--- src/rtl/synth_pkg.sv ---
// Shared types and defaults for the polyphonic synth datapath.
package synth_pkg;

  localparam int RATE_WIDTH_DEF   = 24;
  localparam int SAMPLE_WIDTH_DEF = 16;
  localparam int AGE_WIDTH_DEF    = 8;

  typedef logic [6:0] note_t;

  typedef enum logic {
    MIX_AVG = 1'b0,
    MIX_SAT = 1'b1
  } mix_mode_e;

  typedef struct packed {
    logic                      on;
    note_t                     note;
    logic [RATE_WIDTH_DEF-1:0] rate;
    logic [AGE_WIDTH_DEF-1:0]  age;
  } voice_t;

endpackage

--- src/rtl/voice_mixer.sv ---
// Two-stage voice mixer: gated wide sum, then average or saturate.
module voice_mixer
  import synth_pkg::*;
#(
  parameter int NUM_VOICES   = 4,
  parameter int SAMPLE_WIDTH = SAMPLE_WIDTH_DEF,
  parameter int MIX_MODE     = 0
) (
  input  logic                               clk_in,
  input  logic                               rst_n_in,
  input  logic [NUM_VOICES-1:0]              gate_in,
  input  logic [NUM_VOICES*SAMPLE_WIDTH-1:0] sample_in,
  output logic [SAMPLE_WIDTH-1:0]            stream_out
);

  localparam int LW = $clog2(NUM_VOICES);
  localparam int AW = SAMPLE_WIDTH + LW;

  localparam logic signed [AW-1:0] SMAX =
    {{(LW+1){1'b0}}, {(SAMPLE_WIDTH-1){1'b1}}};
  localparam logic signed [AW-1:0] SMIN =
    {{(LW+1){1'b1}}, {(SAMPLE_WIDTH-1){1'b0}}};

  logic signed [AW-1:0]           w_sum;
  logic signed [AW-1:0]           r_sum;
  logic        [SAMPLE_WIDTH-1:0] w_mix;
  logic        [SAMPLE_WIDTH-1:0] r_out;

  always_comb begin
    w_sum = '0;
    for (int i = 0; i < NUM_VOICES; i++) begin
      if (gate_in[i]) begin
        w_sum = w_sum + AW'($signed(
          sample_in[i*SAMPLE_WIDTH +: SAMPLE_WIDTH]));
      end
    end
  end

  generate
    if (MIX_MODE == int'(MIX_SAT)) begin : g_sat
      always_comb begin
        w_mix = SAMPLE_WIDTH'(r_sum);
        if (r_sum > SMAX) w_mix = SAMPLE_WIDTH'(SMAX);
        else if (r_sum < SMIN) w_mix = SAMPLE_WIDTH'(SMIN);
      end
    end else begin : g_avg
      always_comb begin
        w_mix = SAMPLE_WIDTH'(r_sum >>> LW);
      end
    end
  endgenerate

  always_ff @(posedge clk_in or negedge rst_n_in) begin
    if (!rst_n_in) begin
      r_sum <= '0;
      r_out <= '0;
    end else begin
      r_sum <= w_sum;
      r_out <= w_mix;
    end
  end

  assign stream_out = r_out;

endmodule

--- src/rtl/poly_voice_coordinator.sv ---
// Polyphonic voice allocator and mixer front-end.
// Define VOICE_STEAL_EN to steal the oldest voice when the pool is full.
module poly_voice_coordinator
  import synth_pkg::*;
#(
  parameter int NUM_VOICES   = 4,
  parameter int SAMPLE_WIDTH = SAMPLE_WIDTH_DEF,
  parameter int RATE_WIDTH   = RATE_WIDTH_DEF,
  parameter int AGE_WIDTH    = AGE_WIDTH_DEF,
  parameter int MIX_MODE     = 0
) (
  input  logic                               clk_in,
  input  logic                               rst_n_in,
  input  logic                               valid_in,
  input  logic                               is_note_on_in,
  input  logic [6:0]                         note_in,
  input  logic [RATE_WIDTH-1:0]              rate_in,
  input  logic                               panic_in,
  input  logic [NUM_VOICES*SAMPLE_WIDTH-1:0] voice_sample_in,
  output logic [NUM_VOICES-1:0]              voice_on_out,
  output logic [NUM_VOICES*RATE_WIDTH-1:0]   voice_rate_out,
  output logic [NUM_VOICES*7-1:0]            voice_note_out,
  output logic [NUM_VOICES-1:0]              retrig_out,
  output logic [SAMPLE_WIDTH-1:0]            stream_out,
  output logic                               drop_out
);

  localparam int IW = $clog2(NUM_VOICES);
  localparam logic [AGE_WIDTH-1:0] AGE_MAX = '1;

  logic [NUM_VOICES-1:0] r_on;
  logic [NUM_VOICES-1:0] r_retrig;
  note_t                 r_note [NUM_VOICES];
  logic [RATE_WIDTH-1:0] r_rate [NUM_VOICES];
  logic [AGE_WIDTH-1:0]  r_age  [NUM_VOICES];
  logic                  r_drop;

  logic [NUM_VOICES-1:0] w_hit;
  logic [IW-1:0]         w_hit_idx;
  logic [IW-1:0]         w_free_idx;
  logic [IW-1:0]         w_tgt;
  logic                  w_any_hit;
  logic                  w_any_free;
  logic                  w_note_on;
  logic                  w_load;
  logic                  w_drop;
  logic                  w_off;

  // Descending scan leaves the lowest matching index.
  always_comb begin
    w_hit      = '0;
    w_hit_idx  = '0;
    w_free_idx = '0;
    w_any_free = 1'b0;
    for (int i = NUM_VOICES - 1; i >= 0; i--) begin
      w_hit[i] = r_on[i] && (r_note[i] == note_in);
      if (w_hit[i]) w_hit_idx = IW'(i);
      if (!r_on[i]) begin
        w_free_idx = IW'(i);
        w_any_free = 1'b1;
      end
    end
  end

  assign w_any_hit = |w_hit;

`ifdef VOICE_STEAL_EN
  logic [IW-1:0]        w_old_idx;
  logic [AGE_WIDTH-1:0] w_old_age;

  always_comb begin
    w_old_idx = '0;
    w_old_age = r_age[0];
    for (int i = 1; i < NUM_VOICES; i++) begin
      if (r_age[i] > w_old_age) begin
        w_old_age = r_age[i];
        w_old_idx = IW'(i);
      end
    end
  end
`endif

  always_comb begin
    w_note_on = valid_in && is_note_on_in && !panic_in;
    w_off     = valid_in && !is_note_on_in && !panic_in && w_any_hit;
    w_load    = 1'b0;
    w_drop    = 1'b0;
    w_tgt     = '0;
    if (w_note_on) begin
      if (w_any_hit) begin
        w_load = 1'b1;
        w_tgt  = w_hit_idx;
      end else if (w_any_free) begin
        w_load = 1'b1;
        w_tgt  = w_free_idx;
      end else begin
`ifdef VOICE_STEAL_EN
        w_load = 1'b1;
        w_tgt  = w_old_idx;
`else
        w_drop = 1'b1;
`endif
      end
    end
  end

  always_ff @(posedge clk_in or negedge rst_n_in) begin
    if (!rst_n_in) begin
      r_on     <= '0;
      r_retrig <= '0;
      r_drop   <= 1'b0;
      for (int i = 0; i < NUM_VOICES; i++) begin
        r_note[i] <= '0;
        r_rate[i] <= '0;
        r_age[i]  <= '0;
      end
    end else begin
      r_retrig <= '0;
      r_drop   <= 1'b0;
      if (panic_in) begin
        r_on <= '0;
        for (int i = 0; i < NUM_VOICES; i++) r_age[i] <= '0;
      end else begin
        r_drop <= w_drop;
        if (w_load) begin
          for (int i = 0; i < NUM_VOICES; i++) begin
            if (IW'(i) == w_tgt) begin
              r_note[i]   <= note_in;
              r_rate[i]   <= rate_in;
              r_on[i]     <= 1'b1;
              r_age[i]    <= '0;
              r_retrig[i] <= 1'b1;
            end else if (r_on[i] && r_age[i] != AGE_MAX) begin
              r_age[i] <= r_age[i] + AGE_WIDTH'(1);
            end
          end
        end
        if (w_off) r_on[w_hit_idx] <= 1'b0;
      end
    end
  end

  assign voice_on_out = r_on;
  assign retrig_out   = r_retrig;
  assign drop_out     = r_drop;

  for (genvar g = 0; g < NUM_VOICES; g++) begin : g_out
    assign voice_rate_out[g*RATE_WIDTH +: RATE_WIDTH] = r_rate[g];
    assign voice_note_out[g*7 +: 7] = r_note[g];
  end

  voice_mixer #(
    .NUM_VOICES  (NUM_VOICES),
    .SAMPLE_WIDTH(SAMPLE_WIDTH),
    .MIX_MODE    (MIX_MODE)
  ) u_mix (
    .clk_in    (clk_in),
    .rst_n_in  (rst_n_in),
    .gate_in   (r_on),
    .sample_in (voice_sample_in),
    .stream_out(stream_out)
  );

endmodule

--- config.mk ---
export PLATFORM = sky130hd
export DESIGN_NAME = poly_voice_coordinator
export DESIGN_NICKNAME = d
export VERILOG_FILES = /design/src/rtl/synth_pkg.sv /design/src/rtl/voice_mixer.sv /design/src/rtl/poly_voice_coordinator.sv
export SDC_FILE = /design/constraint.sdc
export NUM_CORES = 1
export LEC_CHECK = 0
export BUFFER_PORTS_ARGS = -buffer_cell sky130_fd_sc_hd__buf_2
export CAP_MARGIN = 20
export CORE_UTILIZATION = 53
export CTS_CLUSTER_SIZE = 8
export DETAILED_ROUTE_END_ITERATION = 16
export PLACE_DENSITY = 0.89
export SKIP_LAST_GASP = 1
export SLEW_MARGIN = 20
export SYNTH_ARGS = -nofsm -noshare
export SYNTH_HDL_FRONTEND = slang
export SYNTH_SLANG_ARGS = --single-unit
--- constraint.sdc ---
create_clock -name clk_in -period 7.3 [get_ports clk_in]
set_input_delay 0.365 -clock clk_in [delete_from_list [all_inputs] [get_ports clk_in]]
set_output_delay 0.365 -clock clk_in [all_outputs]
set_load 0.01 [all_outputs]
# ---- Yosys cells after proc, flatten, opt, wreduce, memory -nomap -nowiden
# Index checks and enable logic that the tools add are counted.
dict set report totals {
  inputBits 100
  word_cells 88
  ff_bits 167
  output_inout_bits 149
}
dict set report classes {
  mux 42
  n_reduce_logical 18
  eq_ne 7
  magnitude_cmp 2
  bitwise 3
  addsub 3
}
# operator n
set ops {}
lappend ops {{18-bit two-way mux} 4}
lappend ops {{18-bit by 16-bit adder with 18-bit output} 3}
lappend ops {{7-bit == test} 4}
lappend ops {{4-bit two-way mux} 6}
lappend ops {{2-bit two-way mux} 11}
lappend ops {{1-bit two-way mux} 20}
lappend ops {{3-bit AND reduction} 4}
lappend ops {{1-bit logical AND} 10}
lappend ops {{4-bit bitwise AND} 1}
lappend ops {{2-bit == test, first input constant} 2}
lappend ops {{4-bit NOT} 1}
lappend ops {{4-bit OR reduction} 1}
lappend ops {{2-bit by 3-bit less-than comparator with 1-bit output, second input constant} 1}
lappend ops {{1-bit demux with 2-bit select} 1}
lappend ops {{1-bit by 2-bit == test with 1-bit output, first input constant} 1}
lappend ops {{2-bit by 1-bit >= comparator with 1-bit output, second input constant} 1}
lappend ops {{1-bit logical NOT} 2}
lappend ops {{2-bit logical NOT} 1}
lappend ops {{1-bit NOT} 1}

# ---- Logic depth before layout (Yosys ltp)
# Gate-level depths: netlist of the first run.
dict set report logic_depth {
  word_depth 15
  mapped_depth 33
  mapped_depth_nobuf 30
}

# ---- Modules after synthesis
# A second synthesis of the first run with hierarchy kept.
dict set report unflattened {
  cells_unflattened 1113
  hier_area_um2 10988.0
}
# module cells_each seq_area_each_um2 n_inst area_each_um2
set modules_own_cells {}
lappend modules_own_cells {poly_voice_coordinator 657 3328.2 1 7119.3}
lappend modules_own_cells {voice_mixer 456 800.8 1 3868.7}

# ---- Worst setup path after synthesis of the first run
# OpenSTA, ideal clock, no wires.
dict set report synth_path {
  path_kind {register to register}
  start {register r_on[0], in the netlist voice_on_out[0]}
  end {register u_mix.r_sum[17]}
  required_time_ns 7.177
  arrival_ns 6.379
  path_stages_with_launch 30
  slack_ns 0.799
  n_path_buf 3
  setup_time_ns 0.123
  period_less_slack_ns 6.501
  cell_sequence {dfrtp_1 > buf_2 > clkbuf_1 > clkbuf_1 > nand2_1 > inv_1 > ha_1 > a21o_1 > maj3_2 > maj3_2 > a21oi_1 > o21ai_0 > a21oi_1 > xor2_1 > inv_1 > ha_1 > a2111oi_0 > a211oi_1 > o211ai_1 > a31oi_1 > o211a_1 > a211o_1 > ha_1 > and3_1 > and3_1 > a21oi_1 > o21ai_0 > a311o_1 > xor2_1 > xnor2_1}
}
dict set report synth_via {
  elab_chain_len 7
}
# element line_no
set synth_rtl {}
lappend synth_rtl {{start, declared} poly_voice_coordinator.sv:31} ;# logic [NUM_VOICES-1:0] r_on;
lappend synth_rtl {{start signal, assigned} poly_voice_coordinator.sv:109} ;# r_on <= '0;
lappend synth_rtl {{start signal, assigned} poly_voice_coordinator.sv:121} ;# r_on <= '0;
lappend synth_rtl {{start signal, assigned by index} poly_voice_coordinator.sv:130} ;# r_on[i] <= 1'b1;
lappend synth_rtl {{18-bit two-way mux (*)} voice_mixer.sv:32} ;# if (gate_in[i]) begin
lappend synth_rtl {{18-bit by 16-bit adder with 18-bit output} voice_mixer.sv:33} ;# w_sum = w_sum + AW'($signed(
lappend synth_rtl {{18-bit two-way mux (*)} voice_mixer.sv:32}
lappend synth_rtl {{18-bit by 16-bit adder with 18-bit output} voice_mixer.sv:33}
lappend synth_rtl {{18-bit two-way mux (*)} voice_mixer.sv:32}
lappend synth_rtl {{18-bit by 16-bit adder with 18-bit output} voice_mixer.sv:33}
lappend synth_rtl {{18-bit two-way mux (*)} voice_mixer.sv:32}
lappend synth_rtl {{net u_mix.w_sum[17]} voice_mixer.sv:24} ;# logic signed [AW-1:0] w_sum;
lappend synth_rtl {{end signal, assigned} voice_mixer.sv:58} ;# r_sum <= w_sum;
lappend synth_rtl {{end, declared} voice_mixer.sv:25} ;# logic signed [AW-1:0] r_sum;
# Mark *: on every way through the listed nets, which the timed path passes. The rest lies on a longest branch.
# A chain may end at the register's enable or synchronous reset.

# ---- Worst setup path in the final report of the first run
# Ends and elaborated chain as after synthesis.

==> out/qor.yml, run 1 <==
filler_instances: 1254
routed_wl_um: 24600
grt_pass1_vias: 7667
final_cells: 1298
worst_skew_pair.late_latency_ps: 430
place.gp.congestion: 0.950
synth_cell_type_count: 61
syn_area_per_cell_um2: 11.1
max_freq_ghz: 0.151
cp_slowest_stage_delay_ps: 570
ys.warnings.count: 0
yosys_most_used_dff: "sky130_fd_sc_hd__dfrtp_1"
numCtsBuffers: 17
worstPathBufferInverterCount: 2
first_pass_iters: 6
worst_hold_check_path_type: "in2async"
cts-resized-gates: 0
worstSetupPathType: "reg2reg"
finalSetupTns_ps: 0
maximum_number_of_buffers_from_clock_root_to_sink: 2
cts.hold.buffers_added: 0
syn_nets: 969
detail-route-antenna-nets: 0
timing.critical_path.fanout_max: 14
share_of_cells_above_drive_strength_1_pct: 40.8
period_minus_slack_ps: 6630
detail_route.drc_violations: 0
layout_common_cells: "247 x sky130_fd_sc_hd__buf_2, 165 x sky130_fd_sc_hd__dfrtp_1, 136 x sky130_fd_sc_hd__mux2_2"
h_tree_levels: 4
worst_ep_arrival_time_ps: 6930
clkTransAtPathRegs_ps: 80
maximum_number_of_pins_on_one_net_before_global_route_repair: 91
cts_tree: "built"
run_status: "complete, but fails checks"
nNetsFinal: 1210
grt_setup_unrepaired: "no"
type_of_element_capturing_the_critical_path: "flop"
global_route_wire_length_before_repair_um: 39000
final_report_hold_violation_count: 1
buffer_type_at_the_clock_tree_root: "sky130_fd_sc_hd__clkbuf_16"
synthToLayoutAreaGrowth_pct: 22.9
fin_worst_hold_slack_ps: -13.9
worst_slew_pin_slew_ps: 1010
ports_placed_on_the_boundary: 249
crit_family: "compound AO/OA/AOI/OAI gates"
timing.final.crit_share_pct: 90.8
synth_seq_cells: 165
vias_per_cell: 5.74
max-cap-violations: 0
required_time_worst_endpoint_ps: 7610
floorplan.initialDensity_pct: 54.7
async_reset_ff_share_pct: 100
number_of_cells_in_the_design_after_placement: 1262
chipHeight_um: 133
mappedNetlistArea_mm2: 0.00913
edff_count_synth: 0
row_count: 47
power_mw: 2.42
design.die.area_mm2: 0.0178
die_width_um: 133
final_common_cell: "sky130_fd_sc_hd__buf_2"
detailedRoute.firstIterationViolations: 358
cellLeakagePower_nw: 5.94
ir_worst_vdd_uv: 172
timing.final.max_slew_violations: 0
buffer_ports.inserted: 248
clock-sinks: 165
grt_antenna_before_repair: 2
seq_area_frac_synth_pct: 45.2
cp_slowest_cell: "sky130_fd_sc_hd__dfrtp_1"
powerDensity_mw_per_mm2: 216
grt.total_usage_pct: 28.3
drt-wirelength-per-cell_um: 18.9
synthCells: 820
dp.final_hpwl_um: 17900
setup_viol_count_final: 0
routed-via-count: 7451
postCtsSetupRepairBufs: 0
fin_worst_skew_ps: 15.5
rel_slew_slack_pct: 32.8
failed_checks: "negative hold slack"
core_mm2: 0.0167
critPathLaunchType: "flop"
overflow: 0
cells in the mapped netlist (all sizes together) (2+ instances only):
master,n,area [µm²]
dfrtp,165,4130
mux2,138,1560
nand2,51,191
a21oi,50,250
ha,47,588
xnor2,47,412
nor2,38,143
o21ai,36,180
inv,25,93.8
xor2,21,184
clkbuf,20,75.1
a21o,19,143
and2,15,93.8
buf,14,66.3
nand2b,12,75.1
nand4,9,56.3
nor2b,8,50.1
nor3,8,40.0
o211ai,8,65.1
a211oi,7,57.6
nand3,7,35.0
and3,6,37.5
mux2i,6,60.1
o31ai,5,37.5
a221oi,4,35.0
a31oi,4,25.0
nor4,4,25.0
o21a,4,30.0
o21bai,4,30.0
a2111oi,3,26.3
and4,3,26.3
maj3,3,33.8
a22oi,2,20.0
a311o,2,20.0
a311oi,2,17.5
fa,2,40.0
o211a,2,20.0
o311ai,2,17.5
o41ai,2,17.5
or2,2,12.5
or3,2,12.5
worst reg2reg max path, stage by stage, from the launching register on:
cell and delay, ps:
sky130_fd_sc_hd__dfrtp_1 570, sky130_fd_sc_hd__nand2_1 110, sky130_fd_sc_hd__inv_1 110, sky130_fd_sc_hd__ha_1 240, sky130_fd_sc_hd__a21o_1 160, sky130_fd_sc_hd__maj3_2 330, sky130_fd_sc_hd__maj3_2 350, sky130_fd_sc_hd__a21oi_1 240
sky130_fd_sc_hd__o21ai_0 140, sky130_fd_sc_hd__a21oi_1 160, sky130_fd_sc_hd__xor2_1 270, sky130_fd_sc_hd__inv_1 80, sky130_fd_sc_hd__ha_1 360, sky130_fd_sc_hd__a2111oi_0 550, sky130_fd_sc_hd__a211oi_1 190, sky130_fd_sc_hd__o211ai_1 250
sky130_fd_sc_hd__a31oi_1 160, sky130_fd_sc_hd__o211a_1 230, sky130_fd_sc_hd__a211o_1 300, sky130_fd_sc_hd__ha_1 330, sky130_fd_sc_hd__and3_1 220, sky130_fd_sc_hd__and3_1 180, sky130_fd_sc_hd__a21oi_1 140, sky130_fd_sc_hd__o21ai_0 130
sky130_fd_sc_hd__a311o_1 380, sky130_fd_sc_hd__xor2_1 160, sky130_fd_sc_hd__xnor2_1 140
power by group:
group	switching (mW)	leakage [nW]	internal, mW
Combinational	0.242	3.44	0.206
Clock	0.448	0.301	0.472
Sequential	0.0553	2.20	0.999
cell type report:
type	count	area, µm²	area share [%]
multi-input combinational	595	4760	42.5
sequential	165	4130	36.8
inverter	26	97.6	0.870
tap	220	275	2.45
antenna	4	10.0	0.0893
timing repair buffer	256	1310	11.7
clock inverter	15	204	1.82
clock buffer	17	425	3.79
stage by stage:
step	area [µm²]	util, %	setup WS [ps]
2_1_floorplan	9130	-	799
3_3_place_gp	10600	63.3	964
3_5_place_dp	10600	63.3	786
4_1_cts	11200	67.1	752
5_1_grt	11200	67.1	134
6_report	11200	67.1	674
registers in the layout (all words and copies together), names as in the netlist:
name,count
voice_rate_out,96
voice_note_out,28
u_mix.r_sum,16
u_mix.stream_out,16
retrig_out,4
voice_on_out,4
drop_out,1
kinds of logic (layout without fill, tap and decap cells):
kind of cell / Yosys count / in the layout / synth area share (%)
AOI/OAI and AO/OA: 162 / 162 / 11.5
xor gates and xnor gates: 68 / 68 / 6.53
adders and majority gates: 52 / 52 / 7.25
buffers and inverters: 60 / 314 / 2.62
DFF: 165 / 165 / 45.2
muxes: 144 / 144 / 17.7
other: 0 / 4 / 0
and+or+nand+nor: 169 / 169 / 9.12
layer usage:
layer / vias to the layer above / track usage (%) / wire, µm
met2: 309 / 48.4 / 12200
li1: 3444 / - / -
met3: 73 / 7.53 / 1780
met4: 0 / 12.8 / 905
met1: 3625 / 33.5 / 9720
met5: - / 0 / 0
worst paths after layout:
path	start	endpoint	slack, ps	cells past startpoint
max reg2reg	voice_on_out[0]	u_mix.r_sum[17]	670	26
max	voice_on_out[0]	u_mix.r_sum[17]	670	26
min reg2reg	u_mix.r_sum[8]	u_mix.stream_out[6]	350	0
min	rst_n_in	u_mix.r_sum[10]	-10	1
max in group asynchronous	rst_n_in	u_mix.r_sum[9]	5810	2
min in group clk_in	panic_in	voice_on_out[1]	170	2
Note: power is estimated with default switching activity, not from simulation.
==> inputs of run 2 (changes only) <==
CORE_ASPECT_RATIO = 1.5   (was not set)
==> run 2 against run 1 <==
  * The flow now finishes without violations
  * Via count fell by 1.3%
  * Fmax rose by 0.63%
  * Non-clock buffer count fell by 2
  * Total power fell by 1.6%
  * Critical path type unchanged
  * Largest cell class unchanged
==> out/qor.yml, run 2 (synthesis gave the netlist of run 1 again) <==
run_status: "finished clean"
required_time_worst_endpoint_ps: 7610  # about the same
final_common_cell: "sky130_fd_sc_hd__buf_2"
dp.final_hpwl_um: 17700  # -1.2%
period_minus_slack_ps: 6580  # -41.5 ps
setup_viol_count_final: 0  # unchanged
worst_ep_arrival_time_ps: 6900  # -30 ps
max-cap-violations: 0  # unchanged
timing.final.crit_share_pct: 90.2  # -0.57 points
worst_hold_check_path_type: "in2reg"
timing.critical_path.fanout_max: 6  # -8
postLayoutSetupSlackWorst_ps: 716  # +41.5 ps
detail_route.drc_violations: 0  # unchanged
worstSetupPathType: "reg2reg"
drt-wirelength-per-cell_um: 18.8  # -0.74%
fin_worst_skew_ps: 21.2  # +5.70 ps
chipHeight_um: 163  # +22%
share_of_cells_above_drive_strength_1_pct: 40.7  # -0.11 points
clock-sinks: 165  # unchanged
timing.final.max_slew_violations: 0  # unchanged
grt_setup_unrepaired: "no"
worst_skew_pair.late_latency_ps: 440  # about the same
worst_slew_pin_slew_ps: 1100  # +88.1 ps
type_of_element_capturing_the_critical_path: "flop"
grt.total_usage_pct: 28.3  # -0.067 points
critPathLaunchType: "flop"
filler_instances: 1282  # +2.2%
number_of_cells_in_the_design_after_placement: 1249  # -1.0%
global_route_wire_length_before_repair_um: 38200  # -2.1%
layout_common_cells: "247 x sky130_fd_sc_hd__buf_2, 165 x sky130_fd_sc_hd__dfrtp_1, 136 x sky130_fd_sc_hd__mux2_2"
nNetsFinal: 1208  # -0.17%
grt_pass1_vias: 7772  # +1.4%
power_mw: 2.38  # -1.6%
routed_wl_um: 24100  # -1.9%
routed-via-count: 7355  # -1.3%
first_pass_iters: 4  # -2
buffer_ports.inserted: 248  # unchanged
maximum_number_of_pins_on_one_net_before_global_route_repair: 86  # -5.5%
row_count: 58  # +23%
h_tree_levels: 4  # unchanged
placement.setup.worst_slack_ps: 784  # -1.77 ps
cellLeakagePower_nw: 5.91  # -0.46%
maximum_number_of_buffers_from_clock_root_to_sink: 2  # unchanged
detailedRoute.firstIterationViolations: 466  # +30%
cts-resized-gates: 0  # unchanged
floorplan.initialDensity_pct: 54.2  # -0.44 points
r2r_setup_slack_ps: 720  # +40 ps
place.gp.congestion: 0.958  # +0.83%
clkTransAtPathRegs_ps: 70  # about the same
numCtsBuffers: 17  # unchanged
cts_tree: "built"
max_reg_flops: 96  # unchanged
rel_slew_slack_pct: 26.7  # -6.0 points
final_cells: 1283  # -1.2%
ir_worst_vdd_uv: 217  # +26%
max_freq_ghz: 0.152  # +0.63%
powerDensity_mw_per_mm2: 214  # -1.1%
core_mm2: 0.0168  # +0.81%
final_report_hold_violation_count: 0  # -1
vias_per_cell: 5.73  # -0.13%
die_width_um: 109  # -18%
design.die.area_mm2: 0.0178  # about the same
ports_placed_on_the_boundary: 249  # unchanged
overflow: 0  # unchanged
finalSetupTns_ps: 0  # unchanged
buffer_type_at_the_clock_tree_root: "sky130_fd_sc_hd__clkbuf_16"
detail-route-antenna-nets: 0  # unchanged
synthToLayoutAreaGrowth_pct: 22.2
grt_antenna_before_repair: 0  # -2
run 2: final cells by class:
| cell class | count | area (µm²) | area share, % |
|---|---|---|---|
| Antenna cell | 1 | 2.50 | 0.0224 |
| Clock buffer | 18 | 429 | 3.85 |
| Clock inverter | 14 | 154 | 1.38 |
| Inverter | 26 | 97.6 | 0.875 |
| Multi-Input combinational cell | 595 | 4780 | 42.9 |
| Sequential cell | 165 | 4130 | 37.0 |
| Tap cell | 210 | 263 | 2.36 |
| Timing Repair Buffer | 254 | 1300 | 11.6 |
run 2: metal layers:
layer	share of wire [%]	global-route usage, %	wire length (µm)	vias to the layer above
met5	0	0	0	-
met4	3.7	13.9	883	0
met3	5.1	6.32	1230	59
met2	54	51.2	13000	263
met1	37	30.3	8980	3620
li1	-	-	-	3413
run 2: through the flow:
step	area, µm²	hold slack, ps	utilization [%]
floorplan	9130	69.4	-
global placement	10600	332	62.7
detailed placement	10600	336	62.7
CTS	11100	157	66.2
global route	11200	172	66.2
finish	11200	168	66.2
run 2: path summary, 6_finish.rpt:
check,from,to,cells after the start
min in group asynchronous,rst_n_in,voice_note_out[18],2
max in group asynchronous,rst_n_in,u_mix.r_sum[14],3
setup / recovery,voice_on_out[0],u_mix.r_sum[17],26
hold / removal,panic_in,voice_on_out[3],2
setup reg to reg,voice_on_out[0],u_mix.r_sum[17],26
hold reg to reg,u_mix.r_sum[17],u_mix.stream_out[15],0
run 2: power breakdown:
part	leakage (nW)	switching, mW	internal, mW
sequential	2.20	0.0526	0.999
combinational	3.43	0.239	0.206
clock	0.282	0.428	0.458
run 2: worst max-delay path, stage by stage (launching register included):
cell and delay [ps]:
sky130_fd_sc_hd__dfrtp_1 410, sky130_fd_sc_hd__nand2_1 90, sky130_fd_sc_hd__inv_1 70, sky130_fd_sc_hd__ha_1 290
sky130_fd_sc_hd__a21o_1 170, sky130_fd_sc_hd__maj3_2 330, sky130_fd_sc_hd__maj3_2 350, sky130_fd_sc_hd__a21oi_1 230
sky130_fd_sc_hd__o21ai_0 120, sky130_fd_sc_hd__a21oi_1 160, sky130_fd_sc_hd__xor2_1 270, sky130_fd_sc_hd__inv_1 70
sky130_fd_sc_hd__ha_1 360, sky130_fd_sc_hd__a2111oi_0 650, sky130_fd_sc_hd__a211oi_1 220, sky130_fd_sc_hd__o211ai_1 300
sky130_fd_sc_hd__a31oi_1 170, sky130_fd_sc_hd__o211a_1 230, sky130_fd_sc_hd__a211o_1 280, sky130_fd_sc_hd__ha_1 330
sky130_fd_sc_hd__and3_1 220, sky130_fd_sc_hd__and3_1 190, sky130_fd_sc_hd__a21oi_1 150, sky130_fd_sc_hd__o21ai_0 150
sky130_fd_sc_hd__a311o_1 390, sky130_fd_sc_hd__xor2_1 150, sky130_fd_sc_hd__xnor2_1 130
run 2: what timing repair did:
item	in CTS	in global routing
hold buffers	1	0
hold endpoints to repair	8	0
buffers inserted	0	0
